File: config.mk
export PLATFORM = sky130hd
export DESIGN_NAME = program_counter
export DESIGN_NICKNAME = d
export VERILOG_FILES = /design/src/rtl/program_counter.sv
export SDC_FILE = /design/constraint.sdc
export NUM_CORES = 1
export LEC_CHECK = 0
export ABC_AREA = 1
export CAP_MARGIN = 20
export CORE_AREA = 4 4 73 75
export CTS_CLUSTER_SIZE = 8
export DETAILED_ROUTE_END_ITERATION = 16
export DIE_AREA = 0 0 77 79
export GPL_ROUTABILITY_DRIVEN = 0
export PLACE_DENSITY_LB_ADDON = 0.2
export SYNTH_ARGS = -nofsm -noshare
export SYNTH_HDL_FRONTEND = slang
export SYNTH_SLANG_ARGS = --single-unit
export TNS_END_PERCENT = 30
File: constraint.sdc
create_clock -name clk -period 3.25 [get_ports clk]
set_input_delay 0.65 -clock clk [delete_from_list [all_inputs] [get_ports clk]]
set_output_delay 0.65 -clock clk [all_outputs]
set_load 0.05 [all_outputs]
File: src/rtl/program_counter.sv
// Fetch-stage program counter: a WIDTH-bit register loaded when en is high,
// plus the combinational sequential next address (PC + INCREMENT).
module program_counter #(
  parameter int               WIDTH       = 32,
  parameter logic [WIDTH-1:0] RESET_VALUE = '0,
  parameter int               INCREMENT   = 4
) (
  input  logic             clk,
  input  logic             rst,
  input  logic             en,
  input  logic [WIDTH-1:0] dataInput,
  output logic [WIDTH-1:0] dataOutput,
  output logic [WIDTH-1:0] dataOutputPlus4
);

  logic [WIDTH-1:0] pc_q;

  // An unknown en falls to the else branch in simulation, so the PC holds.
  always_ff @(posedge clk or negedge rst) begin
    if (!rst) begin
      pc_q <= RESET_VALUE;
    end else if (en) begin
      pc_q <= dataInput;
    end else begin
      pc_q <= pc_q;
    end
  end

  assign dataOutput      = pc_q;
  assign dataOutputPlus4 = pc_q + WIDTH'(INCREMENT);

endmodule

==> results of run 1 <==
[cell type report]
| class | count | area share |
|---|---|---|
| inverters | 27 | 0.0325 |
| well taps | 54 | 0.0217 |
| flip-flops and latches | 32 | 0.257 |
| clock buffers | 8 | 0.0289 |
| multi-input cells | 207 | 0.343 |
| repair buffers | 99 | 0.317 |
[critical path: stages (launching register included)]
cell and delay [ps]:
dfrtp_1 400, ha_1 220, nand2_1 60, nor2_1 160, nand2_2 140, nor2_2 170
xor2_1 160, clkdlybuf4s50_1 830
[per-layer routing]
| layer | up-vias | global-route usage |
|---|---|---|
| met3 | 8 | 0.0658 |
| li1 | 1042 | - |
| met1 | 950 | 0.227 |
| met2 | 67 | 0.355 |
| met4 | 0 | 0.0641 |
| met5 | - | 0 |
[cell families after synthesis]
| family | share of synthesized area |
|---|---|
| simple gates | 0.339 |
| buf+inv | 0.0704 |
| flops | 0.399 |
| compound gates | 0.0473 |
| xor+xnor | 0.0654 |
| mux | 0.0729 |
| fa+ha+maj | 0.00623 |
[power groups by stage]
stage,Clock (mW),Sequential [mW],Combinational [mW]
after floorplan,0,0.616,0.261
after global placement,0,0.493,0.615
after detailed placement,0,0.495,0.619
after CTS,0.330,0.488,0.621
after global routing,0.348,0.494,0.647
final,0.322,0.488,0.615
[per-stage QoR]
step | cell area (sq um) | std cells
CTS | 3110 | 427
global placement | 3020 | 419
floorplan | 2010 | 274
finish | 3120 | 427
detailed placement | 3020 | 419
global route | 3120 | 427
[repair_timing]
item	in CTS	in global routing
endpoints found under the setup margin	0	2
resized for setup	0	2
setup buffers	0	0
[worst max path at each step]
stage,from,end,slack (ps),depth (start not counted)
2_1_floorplan,dataOutput[2],dataOutputPlus4[17],310,5
3_3_place_gp,dataOutput[3],dataOutputPlus4[14],530,7
3_5_place_dp,dataOutput[3],dataOutputPlus4[12],460,7
4_1_cts,dataOutput[3],dataOutputPlus4[12],140,7
5_1_grt,dataOutput[3],dataOutputPlus4[30],10,8
6_report,dataOutput[3],dataOutputPlus4[14],170,7
[cells in the final DEF, fill, tap and decap left out, drive strengths merged]
| cell type | synthesis | routed |
|---|---|---|
| nand2 | 103 | 103 |
| clkdlybuf4s50 | 0 | 95 |
| nor2 | 39 | 39 |
| dfrtp | 32 | 32 |
| inv | 27 | 27 |
| o21ai | 19 | 19 |
| xor2 | 15 | 15 |
| nand3 | 14 | 14 |
| mux2 | 13 | 13 |
| clkbuf | 4 | 8 |
| and2 | 3 | 3 |
| dlymetal6s2s | 0 | 2 |
| buf | 4 | 2 |
| ha | 1 | 1 |
==> flow_summary.json, run 1 <==
{
  "rows": 25,
  "cts_tree": "yes",
  "nets": 408,
  "p_leak_nw": 1.40,
  "die_h_um": 79,
  "status": "finished clean",
  "worst_slack_ps": 173,
  "grt_overflow": 0,
  "critPathKind": "reg -> out",
  "syn_to_final_growth_pct": 55.0,
  "yosys_warnings": 0,
  "ios": 99,
  "worst_r2r_endpoint": "dataOutput[8]",
  "antenna_cells": 0,
  "chipWidth_um": 77,
  "required_ps": 2600,
  "synth_area_per_cell_sq_um": 7.33,
  "drt_drc_violations_left": 0,
  "routed_wirelength_um": 5920,
  "tightest_slew_ps": 842,
  "clockBufferDepth": 2,
  "ys_async_sr_fraction": 1.00,
  "maxCapViolations": 0,
  "synth_cells": 274,
  "hold_end": "dataOutput[0]",
  "hp-class": "reg -> reg",
  "hold_buffers": 0,
  "synth_fp_nets": 310,
  "pre_cts_ws_ps": 458,
  "finalCriticalPeriod_ps": 3080,
  "wl_met3_um": 422,
  "start_kind": "flip-flop",
  "htree_levels": 2,
  "multi_input_area_sq_mm": 0.00107,
  "ys_top_cells_by_area": "dfrtp_1 (40%), nand2_1 (19%), mux2_2 (7.3%)",
  "grt_pass1_vias": 2112,
  "worstHoldPathCells": 1,
  "root_buffer": "clkbuf_8",
  "drtIter0Drc": 96,
  "antenna_left": 0,
  "grt_pass1_wl_um": 9670,
  "avgViaCountPerCell": 4.84,
  "largest_reg_flops": 32,
  "grtUsageTotal": 0.199,
  "initial_core_util": 0.431,
  "worstPathMaxFanout": 4,
  "setup-tns-final_ps": 0,
  "dieArea_sq_mm": 0.00608,
  "grt_max_degree": 52,
  "clkPwrFrac": 0.226,
  "drtPass1Iterations": 4,
  "final_core_utilization": 0.668,
  "via_count": 2067,
  "wl_met1_um": 2450,
  "hold_violations": 0,
  "powerDensity_mw_per_mm2": 457,
  "rsz0062_at_grt": "no",
  "routedWlPerCell_um": 13.9,
  "yosys-top-cells-count": "nand2_1 (100), dfrtp_1 (32), nor2_1 (30), inv_1 (27), o21ai_0 (19)",
  "finalSetupViolations": 0,
  "power.switching_mw": 0.605,
  "relSlewSlack": 0.439,
  "comb_power_share": 0.432,
  "report.final.slew_viol_count": 0,
  "clk_latency_ps": 280,
  "fmax_mhz": 325,
  "rr_startpoint": "dataOutput[8]",
  "cts_buffers": 5,
  "r2r_cells": 1,
  "holdWs_ps": 545,
  "wl_met2_um": 2940,
  "fillers": 421,
  "power.internal_mw": 0.820,
  "synth_area_sq_mm": 0.00201,
  "drive_gt1_frac": 0.0885,
  "period_share": 0.947,
  "synth_edf_count": 0,
  "seqPwrFrac": 0.342,
  "post-dp-hpwl_um": 4640,
  "clkTransAtPathRegs_ps": 70,
  "critPathArrivalTime_ps": 2430,
  "antenna_found_initial": 0,
  "core_area_sq_mm": 0.00466,
  "peakVddDrop_mv": 0.345,
  "synth-seq-area-share": 0.399,
  "synth.most_common_cell": "nand2_1",
  "synth_top_area_share": 0.399,
  "total_power_mw": 1.43,
  "synth-seq-cells": 32,
  "portBuffers": 98,
  "highest_layer": "met4",
  "r2r_slack_ps": 2390,
  "end_kind": "output pin",
  "cts.sinks": 32,
  "swShare": 0.424,
  "synth_area_leader_cell": "dfrtp_1",
  "min-delay-start": "dataOutput[0]",
  "ys_types": 17,
  "clock_skew_ps": 0,
  "synth_ff_type": "dfrtp_1",
  "regArea_sq_um": 801
}
Power figures use the tool's default switching activity.
==> run 2, diff against run 1 <==
Settings changed: PLACE_DENSITY from default to 0.84, PLACE_DENSITY_LB_ADDON 0.2 to default, TNS_END_PERCENT 30 to 5.
==> run 2 against run 1 <==
Net effect:
- flip-flop and latch count is the same
- maximum frequency fell by 0.78%
- clock skew is the same
- via count shrank 0.87%
- routed wire length down 1.6%
- sequential power is essentially flat
- largest power group unchanged
==> flow_summary.json, run 2 (synthesis gave the netlist of run 1 again) <==
{
  "fmax_mhz": 322,
  "grt_max_degree": 47,
  "via_count": 2049,
  "worstPathMaxFanout": 4,
  "critPathKind": "reg -> out",
  "clockBufferDepth": 2,
  "avgViaCountPerCell": 4.79,
  "required_ps": 2600,
  "clkPwrFrac": 0.224,
  "clkTransAtPathRegs_ps": 70,
  "grt_overflow": 0,
  "critPathArrivalTime_ps": 2450,
  "p_leak_nw": 1.39,
  "syn_to_final_growth_pct": 55.3,
  "post_cts.repair.setup_buffers": 0,
  "drtIter0Drc": 129,
  "holdWs_ps": 539,
  "finalCriticalPeriod_ps": 3100,
  "drt_drc_violations_left": 0,
  "status": "finished clean",
  "period_share": 0.954,
  "clock_skew_ps": 0,
  "routed_wirelength_um": 5820,
  "finalSetupViolations": 0,
  "initial_core_util": 0.431,
  "power.internal_mw": 0.817,
  "htree_levels": 2,
  "end_kind": "output pin",
  "layout_commonest_cell": "nand2_1",
  "setup-tns-final_ps": 0,
  "routedWlPerCell_um": 13.6,
  "powerDensity_mw_per_mm2": 457,
  "report.final.slew_viol_count": 0,
  "comb_power_share": 0.432,
  "cts_resized": 0,
  "post-dp-hpwl_um": 4680,
  "ios": 99,
  "rsz0062_at_grt": "no",
  "clk_latency_ps": 290,
  "seqPwrFrac": 0.343,
  "nets": 409,
  "drtPass1Iterations": 4,
  "die_h_um": 79,
  "core_area_sq_mm": 0.00466,
  "grt_pass1_wl_um": 9620,
  "grt_pass1_vias": 2041,
  "relSlewSlack": 0.489,
  "swShare": 0.427,
  "power.switching_mw": 0.608,
  "hold_buffers": 0,
  "start_kind": "flip-flop",
  "maxCapViolations": 0,
  "final_cell_mix": "nand2_1 (100), clkdlybuf4s50_1 (97), dfrtp_1 (32)",
  "antenna_found_initial": 0,
  "portBuffers": 98,
  "drive_gt1_frac": 0.0963,
  "cts.sinks": 32,
  "dieArea_sq_mm": 0.00608,
  "rows": 25,
  "root_buffer": "clkbuf_8",
  "antenna_left": 0,
  "cts_buffers": 5,
  "grtUsageTotal": 0.198,
  "antenna_cells": 0,
  "cts_tree": "yes",
  "tightest_slew_ps": 766,
  "chipWidth_um": 77,
  "hp-class": "reg -> reg",
  "peakVddDrop_mv": 0.351,
  "hold_violations": 0,
  "largest_reg_flops": 32
}
[run 2: cell types whose count changed in the layout (fill, tap and decap cells not counted)]
cell,previous run,this run
clkbuf_1,2,0
clkdlybuf4s50_1,95,97
clkinv_2,0,2
dlymetal6s2s_1,2,0
buf_4,1,2
[run 2: final timing paths]
path | from | endpoint | slack, ps | cells past startpoint
max | dataOutput[3] | dataOutputPlus4[14] | 150 | 7
min | dataOutput[0] | dataOutput[0] | 540 | 1
max reg2reg | dataOutput[17] | dataOutput[17] | 2400 | 1
min reg2reg | dataOutput[0] | dataOutput[0] | 540 | 1
max in group asynchronous | rst | dataOutput[25] | 2190 | 2
min in group asynchronous | rst | dataOutput[19] | 750 | 2
[run 2: stage by stage]
step | setup WS, ps | std cells | total power, mW | utilization | cell area (sq um)
3_3_place_gp | 536 | 420 | 1.11 | 0.650 | 3030
5_1_grt | 3.50 | 428 | 1.49 | 0.670 | 3120
4_1_cts | 138 | 428 | 1.44 | 0.670 | 3120
2_1_floorplan | 307 | 274 | 0.877 | - | 2010
6_report | 148 | 428 | 1.43 | 0.670 | 3120
3_5_place_dp | 484 | 420 | 1.12 | 0.650 | 3030
[run 2: final cells by class]
| type | instances | area, sq um |
|---|---|---|
| fill | 381 | 1540 |
| multi-input combinational | 207 | 1070 |
| timing repair buffer | 100 | 991 |
| sequential | 32 | 801 |
| inverter | 27 | 101 |
| clock buffer | 6 | 82.6 |
| tap | 54 | 67.6 |
| clock inverter | 2 | 10.0 |
[run 2: power by group through the flow]
stage / logic [mW] / registers (mW) / clock network [mW]
6_report: 0.616 / 0.489 / 0.320
5_1_grt: 0.649 / 0.497 / 0.345
4_1_cts: 0.621 / 0.489 / 0.325
3_5_place_dp: 0.620 / 0.495 / 0
3_3_place_gp: 0.614 / 0.493 / 0
2_1_floorplan: 0.261 / 0.616 / 0
[run 2: worst max-delay path: stages, from the launching register on]
cell and delay [ps]:
dfrtp_1 400, ha_1 220, nand2_1 60, nor2_1 150
nand2_2 140, nor2_2 170, xor2_1 160, clkdlybuf4s50_1 840
[run 2: per-layer routing]
layer,vias up,global-route usage,wire [um]
met5,-,0,0
met4,0,0.0836,98
met3,11,0.0533,495
met2,77,0.329,2770
met1,910,0.244,2460
li1,1051,-,-
